File: src/rtl/flash_audio_sequencer.sv
// flash_audio_sequencer
// Fetches 32-bit words from the flash audio store, one read at a time, and
// plays each word out as two 16-bit samples on successive sample ticks.
// Handles forward/backward playback with wrap inside [START_ADDR, END_ADDR],
// pause, restart and underrun reporting.
module flash_audio_sequencer #(
    parameter int                ADDR_W     = 23,
    parameter logic [ADDR_W-1:0] START_ADDR = 23'h000000,
    parameter logic [ADDR_W-1:0] END_ADDR   = 23'h07FFFF
) (
    input  logic              clk,
    input  logic              reset_n,
    input  logic              sample_tick,
    input  logic              pause,
    input  logic              restart,
    input  logic              direction,
    output logic              flash_read,
    output logic [ADDR_W-1:0] flash_address,
    input  logic              flash_waitrequest,
    input  logic [31:0]       flash_readdata,
    input  logic              flash_readdatavalid,
    output logic [15:0]       audio_data,
    output logic              audio_valid,
    output logic              underrun
);

    localparam logic [ADDR_W-1:0] ADDR_ONE = {{(ADDR_W-1){1'b0}}, 1'b1};

    typedef enum logic [2:0] {
        S_IDLE,
        S_REQ,
        S_WAIT_DATA,
        S_PLAY0,
        S_PLAY1,
        S_ADVANCE
    } state_t;

    state_t            state_q, state_d;
    logic [ADDR_W-1:0] addr_q, addr_d;
    logic [31:0]       word_q, word_d;
    // Direction captured when a word starts playing; both halves use it.
    logic              dir_q, dir_d;
    logic              restart_pend_q, restart_pend_d;
    logic [15:0]       audio_data_q, audio_data_d;
    logic              audio_valid_q, audio_valid_d;
    logic              underrun_q, underrun_d;

    // A tick only matters while playback is not paused.
    logic              tick_live;
    assign tick_live = sample_tick & ~pause;

    // Next-state and output computation; everything defaults to holding.
    always_comb begin
        state_d        = state_q;
        addr_d         = addr_q;
        word_d         = word_q;
        dir_d          = dir_q;
        restart_pend_d = restart_pend_q;
        audio_data_d   = audio_data_q;
        audio_valid_d  = 1'b0;
        underrun_d     = 1'b0;

        case (state_q)
            S_IDLE: begin
                if (restart) begin
                    restart_pend_d = 1'b1;
                end
                if (!pause) begin
                    state_d = S_REQ;
                end
            end

            S_REQ: begin
                // The request is never aborted; a restart is only remembered.
                if (restart) begin
                    restart_pend_d = 1'b1;
                end
                if (tick_live) begin
                    underrun_d = 1'b1;
                end
                if (!flash_waitrequest) begin
                    state_d = S_WAIT_DATA;
                end
            end

            S_WAIT_DATA: begin
                if (restart) begin
                    restart_pend_d = 1'b1;
                end
                if (tick_live) begin
                    underrun_d = 1'b1;
                end
                if (flash_readdatavalid) begin
                    word_d = flash_readdata;
                    // A restart seen at any point of this fetch discards the word.
                    if (restart_pend_q || restart) begin
                        state_d = S_ADVANCE;
                    end else begin
                        dir_d   = direction;
                        state_d = S_PLAY0;
                    end
                end
            end

            S_PLAY0: begin
                if (restart) begin
                    restart_pend_d = 1'b1;
                    state_d        = S_ADVANCE;
                end else if (tick_live) begin
                    audio_data_d  = dir_q ? word_q[15:0] : word_q[31:16];
                    audio_valid_d = 1'b1;
                    state_d       = S_PLAY1;
                end
            end

            S_PLAY1: begin
                if (restart) begin
                    restart_pend_d = 1'b1;
                    state_d        = S_ADVANCE;
                end else if (tick_live) begin
                    audio_data_d  = dir_q ? word_q[31:16] : word_q[15:0];
                    audio_valid_d = 1'b1;
                    state_d       = S_ADVANCE;
                end
            end

            S_ADVANCE: begin
                if (tick_live) begin
                    underrun_d = 1'b1;
                end
                if (restart_pend_q) begin
                    addr_d = direction ? START_ADDR : END_ADDR;
                end else if (direction) begin
                    addr_d = (addr_q == END_ADDR) ? START_ADDR : addr_q + ADDR_ONE;
                end else begin
                    addr_d = (addr_q == START_ADDR) ? END_ADDR : addr_q - ADDR_ONE;
                end
                // A restart arriving now is applied at the following advance.
                restart_pend_d = restart;
                state_d        = S_REQ;
            end

            default: begin
                state_d = S_IDLE;
            end
        endcase
    end

    // State and datapath registers with synchronous active-low reset.
    always_ff @(posedge clk) begin
        if (!reset_n) begin
            state_q        <= S_IDLE;
            addr_q         <= START_ADDR;
            word_q         <= 32'd0;
            dir_q          <= 1'b1;
            restart_pend_q <= 1'b0;
            audio_data_q   <= 16'd0;
            audio_valid_q  <= 1'b0;
            underrun_q     <= 1'b0;
        end else begin
            state_q        <= state_d;
            addr_q         <= addr_d;
            word_q         <= word_d;
            dir_q          <= dir_d;
            restart_pend_q <= restart_pend_d;
            audio_data_q   <= audio_data_d;
            audio_valid_q  <= audio_valid_d;
            underrun_q     <= underrun_d;
        end
    end

    // Read request follows the state directly so it drops as soon as the
    // request is accepted or a reset lands.
    assign flash_read    = (state_q == S_REQ);
    assign flash_address = addr_q;
    assign audio_data    = audio_data_q;
    assign audio_valid   = audio_valid_q;
    assign underrun      = underrun_q;

endmodule

File: config.mk
export PLATFORM = sky130hd
export DESIGN_NAME = flash_audio_sequencer
export DESIGN_NICKNAME = d
export VERILOG_FILES = /design/src/rtl/flash_audio_sequencer.sv
export SDC_FILE = /design/constraint.sdc
export NUM_CORES = 1
export LEC_CHECK = 0
export BUFFER_PORTS_ARGS = -buffer_cell sky130_fd_sc_hd__buf_2
export CORE_UTILIZATION = 55
export DETAILED_ROUTE_END_ITERATION = 6
export PLACE_DENSITY = 0.8
export SKIP_LAST_GASP = 1
export SLEW_MARGIN = 40
export SYNTH_ARGS = -nofsm -noshare
export SYNTH_HDL_FRONTEND = slang
export SYNTH_SLANG_ARGS = --single-unit
export TNS_END_PERCENT = 10
File: constraint.sdc
create_clock -name clk -period 3.7 [get_ports clk]
set_input_delay 0.185 -clock clk [delete_from_list [all_inputs] [get_ports clk]]
set_output_delay 0.185 -clock clk [all_outputs]
set_load 0.02 [all_outputs]
== Word level (Yosys, flattened, before mapping) ==
Index checks and enable logic that the tools add are counted.
W data, S select, Z words.

* Flip-flop bits (word level): 78
* Output and inout port bits: 42

* $add $sub $neg: 2
* Equal/unequal tests: 16
* Muxes and demuxes: 24
* Bitwise logic cells: 5
* Reductions and logical operators: 15

{| class="wikitable"
|+ Operators by type and width
! kind !! number
|-
| $mux W16 || 6
|-
| $mux W23 || 4
|-
| $pmux W16 S2 || 1
|-
| $mux W3 || 8
|-
| $add A23 B1 Y23 const B || 1
|-
| $eq A23 B19 Y1 const B || 1
|-
| $logic_not A23 Y1 || 1
|-
| $sub A23 B1 Y23 const B || 1
|-
| $mux W19 || 1
|-
| $pmux W3 S6 || 1
|-
| $ne A2 B2 Y1 const B || 7
|-
| $reduce_and A5 Y1 || 2
|-
| $eq A3 B2 Y1 const B || 2
|-
| $eq A3 B3 Y1 const B || 2
|-
| $ne A3 B3 Y1 const B || 2
|-
| $reduce_and A2 Y1 || 3
|-
| $reduce_or A3 Y1 || 2
|-
| $reduce_or A5 Y1 || 1
|-
| $not A1 Y1 || 4
|-
| $reduce_bool A2 Y1 || 2
|-
| $eq A3 B1 Y1 const B || 1
|-
| $logic_not A3 Y1 || 1
|-
| $reduce_and A3 Y1 || 1
|-
| $mux W1 || 2
|-
| other kinds (5) || 5
|}

== Depth between registers and ports, before layout ==
Gate-level depths: netlist (run 1).

* Depth in word-level cells: 5
* Mapped depth: 9

== Worst setup path after synthesis (run 1) ==
OpenSTA, ideal clock, no wires.

* Kind: flip-flop to flip-flop
* Start point: reg addr_q[1], in the netlist flash_address[1]
* End point: reg addr_q[7], in the netlist flash_address[7]
* Setup time: 0.115 ns
* Data arrival time: 2.306 ns
* Slack: 1.280 ns
* Stages on the path, launching flop included: 9
* Buffers on the path: 1
* Clock period less this slack: 2.420 ns
* Cells stage by stage: dfxtp_1 -> ha_1 -> nand4_1 -> nor4_2 -> a31o_2 -> buf_4 -> o221ai_1 -> a22o_1 -> o21a_1

* Longest elaborated chain between the ends: 4
* Elaborated cells on any way between the ends: 8
* Those cells by class: 2 x add/sub; 1 x eq/ne; 4 x mux; 1 x reduce/logical

{| class="wikitable"
|+ RTL lines
! what !! line !! text
|-
| start: declaration || 39 || <nowiki>logic [ADDR_W-1:0] addr_q, addr_d;</nowiki>
|-
| start signal: assignment || 162 || <nowiki>addr_q <= addr_d;</nowiki>
|-
| $sub A23 B1 Y23, or another cell as far along || 136 || <nowiki>addr_d = (addr_q == START_ADDR) ? END_ADDR : addr_q - ADDR_ONE;</nowiki>
|-
| $mux W23, on equally long branches || 136, 134 ||
|-
| $mux W23 * || 133 || <nowiki>end else if (direction) begin</nowiki>
|-
| $mux W23 * || 131 || <nowiki>if (restart_pend_q) begin</nowiki>
|}

Mark *: on every way between the ends. The rest lies on a longest branch, timed or not.
A chain may end at the register's enable or synchronous reset.

== Worst setup path after layout (run 1) ==
Ends and elaborated chain as after synthesis.

==> flow_summary.json, run 1 <==
{
  "die_x_um": 90.5,
  "power_density_mw_per_mm2": 389,
  "ys_ff_latch": 78,
  "mostFrequentLayoutCell": "nand2_1",
  "viasPerCell": 5.86,
  "clkLatencyLatePin_ns": 0.36,
  "globalplace.congestion": 0.902,
  "seq_area_mm2": 0.00156,
  "wire_per_inst_um": 15.1,
  "dp.cells": 686,
  "cp.arrival_ns": 2.98,
  "leakage_nw": 2.11,
  "endpoint_kind": "flip-flop",
  "crit_fanout": 11,
  "min_from": "flash_readdata[26]",
  "wl_um": 10600,
  "min_to": "word_q[26]",
  "cts_buffer_depth": 2,
  "drtIter0Drc": 339,
  "final_cell_mix": "114 x nand2_1, 81 x buf_2, 78 x dfxtp_1, 34 x a21boi_0, 28 x a21oi_1",
  "ys_top_cells_by_area": "dfxtp_1 36%, nand2_1 9.9%, a21boi_0 5.9%",
  "firstDrtPassIters": 5,
  "max_freq_mhz": 368,
  "syn_nets": 586,
  "start_util_pct": 58.1,
  "synth_area_per_cell_um2": 7.93,
  "final_util_pct": 66.8,
  "fin_setup_tns_ns": 0,
  "antenna_left": 0,
  "rows": 31,
  "antenna_found_initial": 0,
  "grt_remaining_overflow": 0,
  "post_cts_resized": 0,
  "grt_pass1_vias": 3742,
  "cts_tree": "yes",
  "post_cts_buffers": 0,
  "numCtsBuffers": 9,
  "vias": 4116,
  "drc": 0,
  "dp_hpwl_um": 7180,
  "synth_cells": 543,
  "instances_no_fill": 702,
  "grt_pass1_wl_um": 17400,
  "die_h_um": 90.5,
  "fillCellCount": 623,
  "fin_crit_ns": 2.72,
  "ff2ff_setup_slack_ns": 0.98,
  "track_usage_pct": 26.0,
  "yosysWarnings": 0,
  "max_cap_viol_count": 0,
  "finalSetupViolations": 0,
  "reg2reg_depth": 7,
  "clockRootBuffer": "clkbuf_8",
  "crit_chain": "ha_1 -> nand4_1 -> nor4_2 -> a31o_2 -> o221ai_1 -> a22o_1 -> o21a_1",
  "r2r-start": "flash_address[1]",
  "crit_slowest_cell": "nor4_2",
  "peakVddDrop_mv": 0.282,
  "hold-path-cell-count": 3,
  "yosysTopAreaCell": "dfxtp_1",
  "grt_max_degree": 38,
  "ys.flop_type": "dfxtp_1",
  "fin_worst_skew_ns": 0.0110,
  "setup.worst_path.start_class": "flip-flop",
  "drive_gt1_share_pct": 19.6,
  "cts_sinks": 78,
  "drv_slew": 0,
  "required_ns": 3.96,
  "ctsHoldBuffers": 0,
  "worst_pin_slew_ns": 0.732,
  "synthesis.area_mm2": 0.00430,
  "hold_violations": 0,
  "status": "finished clean",
  "ios": 82,
  "relSlewSlack_pct": 50.8,
  "synth_edf_count": 0,
  "yosysSeqAreaShare_pct": 36.3,
  "r2r_end": "flash_address[7]",
  "multiInputGateArea_mm2": 0.00256,
  "fin_crit_sh_pct": 73.5,
  "path_class": "flip-flop to flip-flop",
  "fp.coreArea_mm2": 0.00741,
  "hold_class": "primary input to flip-flop",
  "synthDominantCellAreaShare_pct": 36.3,
  "synthDistinctLibCells": 57,
  "syn_to_final_growth_pct": 14.9,
  "slowest_delay_ns": 0.68,
  "worst_slack_ns": 0.981,
  "die_area_mm2": 0.00818,
  "final_nets": 641,
  "dp_slack_ns": 1.06,
  "diodes": 0,
  "cts.clk_slew.worst_paths_ns": 0.09,
  "htree_levels": 3,
  "rsz0062_at_grt": "false",
  "portBuffers": 81,
  "async_reset_ff_share_pct": 0,
  "startpoint": "flash_address[1]"
}
## layer usage
layer  GRT usage, %  vias up  wire (um)
met2           43.6      151       5140
met5              0        -          0
met4           8.74        0        197
met1           32.4     1907       4540
met3           6.73       19        755
li1               -     2039          -
## power by group
part / leakage [nW] / switching, W / total (W) / internal, W
combinational: 1.37 / 0.000176 / 0.000297 / 0.000121
clock: 0.110 / 0.000332 / 0.000732 / 0.000400
sequential: 0.630 / 0.0000318 / 0.000894 / 0.000862
total: 2.11 / 0.000540 / 0.00192 / 0.00138
## how the worst max path moves through the flow
stage	end	slack (ns)	cells past startpoint
5_1_grt	flash_address[7]	0.77	7
2_1_floorplan	flash_address[7]	1.28	8
4_1_cts	flash_address[7]	1.01	7
6_report	flash_address[7]	0.98	7
3_5_place_dp	flash_address[7]	1.06	7
3_3_place_gp	flash_address[7]	1.15	7
## cell type report
| cell class | instances | area share, % |
|---|---|---|
| multi-input combinational | 414 | 51.7 |
| sequential | 78 | 31.6 |
| tap | 99 | 2.50 |
| clock buffer | 11 | 2.86 |
| timing repair buffer | 87 | 9.11 |
| clock inverter | 5 | 1.64 |
| inverter | 8 | 0.607 |
## cell usage after synthesis, drive strengths merged (10+ instances only)
cell      n
o211a    16
nor3     13
nand3    15
o21a     10
a21oi    28
nand2   114
o21ai    25
mux2i    20
buf      11
dfxtp    78
nor2     22
clkbuf   32
a21boi   34
or4      11
## critical path: cells and delay by family, from the launching register on
kind	cells	cell delay [ns]
compound gates	4	1.01
simple gates	2	0.89
flops	1	0.44
fa+ha+maj	1	0.27
## through the flow
stage	instance area (um^2)	hold slack (ns)	total power, W
finish	4950	0.0599	0.00192
CTS	4940	0.0569	0.00193
global route	4950	0.0683	0.00200
detailed placement	4720	0.445	0.00120
floorplan	4300	0.330	0.00112
global placement	4710	0.439	0.00120
## sequential cells by signal, summed over array words and instances, names as in the netlist
register,flops
word_q,32
flash_address,23
audio_data,16
state_q,3
audio_valid,1
dir_q,1
restart_pend_q,1
underrun,1
## kinds of logic after synthesis
group	after synthesis	share of synthesized area (%)
AND/OR/NAND/NOR	230	26.3
AO/OA/AOI/OAI	147	23.7
flip-flops	78	36.3
buffers and inverters	51	4.97
multiplexers	22	5.44
XOR/XNOR	12	2.44
adder cells (fa/ha/maj)	3	0.872
(Power assumes the default switching activity.)
==> run 2, diff against run 1 <==
- CORE_UTILIZATION: 55 -> 50
- PLACE_DENSITY: 0.8 -> 0.77
- clock period: 3.7 -> 2.36 ns (I/O delays scaled with it)
==> run 2 against run 1 <==
Net effect:
- critical path depth unchanged
- worst setup slack worse by 0.92 ns
- first-iteration DRC count down 19%
- fmax up 18%
- clock power up 33%
- non-clock buffer count up 38
- via count up 4.4%
- clock-buffer cell count down 1
- design area up 5.7%
- critical path type unchanged
- largest power group unchanged
- highest routed layer unchanged
==> flow_summary.json, run 2 (synthesis gave the netlist of run 1 again) <==
{
  "peakVddDrop_mv": 0.491,
  "diodes": 0,
  "fillCellCount": 747,
  "track_usage_pct": 25.6,
  "endpoint_kind": "flip-flop",
  "die_h_um": 94.8,
  "max_freq_mhz": 435,
  "crit_fanout": 8,
  "status": "finished clean",
  "max_cap_viol_count": 0,
  "hold_violations": 0,
  "grt_max_degree": 68,
  "drtIter0Drc": 275,
  "antenna_found_initial": 0,
  "dp_hpwl_um": 7740,
  "vias": 4297,
  "die_area_mm2": 0.00898,
  "syn_to_final_growth_pct": 21.4,
  "fin_crit_sh_pct": 97.4,
  "cp.arrival_ns": 2.54,
  "ios": 82,
  "drc": 0,
  "die_x_um": 94.8,
  "start_util_pct": 52.1,
  "fp.coreArea_mm2": 0.00826,
  "firstDrtPassIters": 5,
  "grt_pass1_wl_um": 18100,
  "globalplace.congestion": 0.953,
  "power_density_mw_per_mm2": 554,
  "drv_slew": 0,
  "mostFrequentLayoutCell": "nand2_1",
  "cts.clk_slew.worst_paths_ns": 0.09,
  "worst_pin_slew_ns": 0.610,
  "final_util_pct": 63.3,
  "largest_register": "word_q",
  "clockRootBuffer": "clkbuf_8",
  "clkLatencyLatePin_ns": 0.35,
  "power_w": 0.00289,
  "required_ns": 2.60,
  "final_cell_mix": "114 x nand2_1, 81 x buf_2, 78 x dfxtp_1, 38 x buf_4, 34 x a21boi_0",
  "rows": 33,
  "cts_tree": "yes",
  "rsz0062_at_grt": "true",
  "grt_pass1_vias": 3894,
  "dp.cells": 724,
  "numCtsBuffers": 9,
  "instances_no_fill": 746,
  "fin_worst_skew_ns": 0.00548,
  "portBuffers": 81,
  "htree_levels": 3,
  "wire_per_inst_um": 14.8,
  "finalSetupViolations": 0,
  "leakage_nw": 2.30,
  "grt_remaining_overflow": 0,
  "hold-path-cell-count": 3,
  "path_class": "flip-flop to flip-flop",
  "relSlewSlack_pct": 59.3,
  "cts_sinks": 78,
  "reg2reg_depth": 7,
  "wl_um": 11100,
  "fin_crit_ns": 2.30,
  "setup.worst_path.start_class": "flip-flop",
  "cts_buffer_depth": 2,
  "largest_reg_flops": 32,
  "drive_gt1_share_pct": 23.2,
  "final_nets": 679,
  "antenna_left": 0,
  "hold_class": "primary input to flip-flop",
  "viasPerCell": 5.76
}
-- run 2: cell types whose count changed in the layout (fill, tap and decap cells not counted), moves of 2 or more --
cell	change
buf_4	+32
bufinv_16	-2
nor4_2	-2
dlygate4sd3_1	+6
-- run 2: stage by stage --
step	instance area, um^2	hold WS, ns	TNS, ns	worst slack [ns]
after floorplan	4310	0.263	0	0.0247
after global placement	4970	0.370	0	0.171
after detailed placement	4970	0.378	0	0.140
after CTS	5220	0.00360	0	0.108
after global routing	5230	0.00144	-0.0241	-0.0144
final	5230	0.0128	0	0.0624
-- run 2: repair_timing --
item | 4_1_cts | 5_1_grt
resized for setup | 0 | 1
hold endpoints to repair | 6 | 0
buffers inserted | 0 | 0
endpoints found under the setup margin | 0 | 4
hold buffers | 6 | 0
-- run 2: path summary, 6_finish.rpt --
| kind | start | endpoint | slack [ns] |
|---|---|---|---|
| worst min register to register | word_q[29] | word_q[29] | 0.47 |
| worst max-delay path | flash_address[8] | flash_address[21] | 0.06 |
| worst max register to register | flash_address[8] | flash_address[21] | 0.06 |
| worst min-delay path | flash_readdata[27] | word_q[27] | 0.01 |
-- run 2: report_power, final --
group | switching (W) | internal, W
clock | 0.000549 | 0.000427
combinational | 0.000304 | 0.000232
sequential | 0.0000300 | 0.00135
-- run 2: worst max-delay path, cell delays in order (launching register included) --
cell      delay, ns
dfxtp_1        0.32
or4_4          0.54
buf_4          0.17
nor4bb_1       0.47
nand3_1        0.13
and4_1         0.32
o211ai_1       0.14
a31oi_1        0.10
-- run 2: layer usage --
| layer | vias to the layer above | track usage [%] | share of wire [%] |
|---|---|---|---|
| met5 | - | 0 | 0 |
| met4 | 0 | 9.85 | 1.9 |
| met3 | 20 | 5.72 | 7.1 |
| met2 | 186 | 41.5 | 46 |
| met1 | 1972 | 32.9 | 45 |
| li1 | 2119 | - | - |
-- run 2: area by class of cell --
class,instances,area (um^2),area share (%)
Timing Repair Buffer,125,751,14.4
Clock buffer,10,138,2.63
Multi-Input combinational cell,414,2560,49.0
Inverter,8,30.0,0.575
Sequential cell,78,1560,29.9
Clock inverter,6,52.6,1.01
Tap cell,105,131,2.51
==> run 3, diff against run 2 <==
- CORE_UTILIZATION: 50 -> 55
- PLACE_DENSITY: 0.77 -> 0.8
- clock period: 2.36 -> 2.3 ns (I/O delays scaled with it)
==> run 3 against run 2 <==
Net effect:
- register-to-register slack worse by 0.03 ns
- largest cell class unchanged
- highest routed layer unchanged
- critical endpoint is now flash_address[19]
- total power up 9.4%
- non-clock buffer count up 9
- largest power group unchanged
- sequential power up 3%
- clock-buffer cell count unchanged
==> flow_summary.json, run 3 (synthesis gave the netlist of run 1 again) <==
{
  "drtIter0Drc": 276,
  "leakage_nw": 2.36,
  "crit_slowest_cell": "or4_4",
  "rsz0062_at_grt": "true",
  "vias": 4391,
  "diodes": 0,
  "mostFrequentLayoutCell": "nand2_1",
  "cts_buffer_depth": 2,
  "required_ns": 2.59,
  "final_nets": 688,
  "rows": 31,
  "instances_no_fill": 749,
  "path_class": "flip-flop to flip-flop",
  "dp_slack_ns": 0.0466,
  "endpoint_kind": "flip-flop",
  "grt_pass1_vias": 4360,
  "grt_remaining_overflow": 0,
  "largest_register": "word_q",
  "ff2ff_setup_slack_ns": 0.03,
  "die_x_um": 90.5,
  "cp.arrival_ns": 2.56,
  "drv_slew": 0,
  "worst_pin_slew_ns": 0.614,
  "critPathTopFamily": "simple AND/OR/NAND/NOR gates",
  "wire_per_inst_um": 15.1,
  "critical_path_buf_inv_count": 0,
  "status": "finished clean",
  "peakVddDrop_mv": 0.422,
  "largest_reg_flops": 32,
  "drive_gt1_share_pct": 23.4,
  "numCtsBuffers": 9,
  "timing.hold.ws_ns": 0.0112,
  "fin_crit_ns": 2.27,
  "htree_levels": 3,
  "die_area_mm2": 0.00818,
  "hold-path-cell-count": 3,
  "grt_pass1_wl_um": 19200,
  "wl_um": 11300,
  "syn_to_final_growth_pct": 24.3,
  "hold_violations": 0,
  "cts_tree": "yes",
  "r2r_end": "flash_address[19]",
  "firstDrtPassIters": 5,
  "relSlewSlack_pct": 59.1,
  "min_from": "flash_readdata[25]",
  "reg2reg_depth": 6,
  "cp_common_cell": "or4_4",
  "cts_sinks": 78,
  "cts.clk_slew.worst_paths_ns": 0.09,
  "power_w": 0.00317,
  "dp_hpwl_um": 7600,
  "dp.cells": 719,
  "slowest_delay_ns": 0.60,
  "antenna_left": 0,
  "max_cap_viol_count": 0,
  "r2r-start": "flash_address[4]",
  "clockRootBuffer": "clkbuf_8",
  "clkLatencyLatePin_ns": 0.36,
  "die_h_um": 90.5,
  "antenna_found_initial": 0,
  "track_usage_pct": 28.6,
  "start_util_pct": 58.1,
  "crit_fanout": 7,
  "globalplace.congestion": 0.945,
  "drc": 0,
  "power_density_mw_per_mm2": 591,
  "setup.worst_path.start_class": "flip-flop",
  "ios": 82,
  "fin_crit_sh_pct": 98.7,
  "grt_max_degree": 71,
  "fp.coreArea_mm2": 0.00741,
  "final_cell_mix": "114 x nand2_1, 81 x buf_2, 77 x dfxtp_1, 39 x buf_4, 34 x a21boi_0",
  "viasPerCell": 5.86,
  "portBuffers": 81,
  "worst_slack_ns": 0.0290,
  "finalSetupViolations": 0,
  "max_freq_mhz": 440,
  "crit_chain": "or4_4 -> nand4bb_1 -> or4_4 -> o21ai_0 -> a21oi_1 -> a31oi_1",
  "fin_worst_skew_ns": 0.0134,
  "min_to": "word_q[25]",
  "hold_class": "primary input to flip-flop"
}
[run 3: stage by stage]
| stage | util [%] | area (um^2) | TNS, ns |
|---|---|---|---|
| 2_1_floorplan | - | 4310 | -0.00997 |
| 3_3_place_gp | 67.1 | 4970 | 0 |
| 3_5_place_dp | 67.1 | 4970 | 0 |
| 4_1_cts | 72.1 | 5340 | 0 |
| 5_1_grt | 72.2 | 5350 | -0.354 |
| 6_report | 72.2 | 5350 | 0 |
[run 3: final cells by class]
type | instances | area (um^2)
clock buffers | 10 | 138
flip-flops and latches | 78 | 1560
multi-input cells | 414 | 2560
inverters | 8 | 30.0
well taps | 99 | 124
repair buffers | 134 | 838
clock inverters | 6 | 93.8
fillers | 592 | 2060
[run 3: routing by layer]
layer / track usage, % / part of all wire [%] / up-vias
met5: 0 / 0 / -
met3: 7.41 / 6.5 / 27
met4: 12.2 / 2.2 / 0
li1: - / - / 2135
met1: 33.4 / 43 / 2063
met2: 49.2 / 49 / 166
[run 3: worst reg2reg max path, stage by stage, from the launching register on]
cell and delay, ns:
dfxtp_2 0.32, or4_4 0.56, nand4bb_1 0.38, or4_4 0.61, o21ai_0 0.10, a21oi_1 0.09
a31oi_1 0.15
[run 3: worst max-delay path by stage]
| stage | startpoint | end | slack [ns] | cells past startpoint |
|---|---|---|---|---|
| after detailed placement | flash_address[0] | flash_address[14] | 0.05 | 8 |
| after global placement | flash_address[0] | flash_address[14] | 0.08 | 8 |
| after CTS | flash_address[4] | flash_address[19] | 0.04 | 6 |
| final | flash_address[4] | flash_address[19] | 0.03 | 6 |
| after global routing | flash_address[0] | flash_address[16] | -0.09 | 8 |
| after floorplan | flash_address[6] | flash_address[11] | -0.01 | 7 |
[run 3: what timing repair did]
| action | CTS | global route |
|---|---|---|
| hold buffers | 14 | 0 |
| setup endpoints to repair | 0 | 15 |
| resized for setup | 0 | 2 |
| buffers inserted | 0 | 0 |
| hold endpoints to repair | 14 | 0 |
[run 3: power by group]
part / total [W] / switching (W) / internal [W] / leakage [nW]
Sequential: 0.00142 / 0.0000333 / 0.00139 / 0.630
Clock: 0.00119 / 0.000546 / 0.000648 / 0.113
Combinational: 0.000550 / 0.000310 / 0.000240 / 1.62
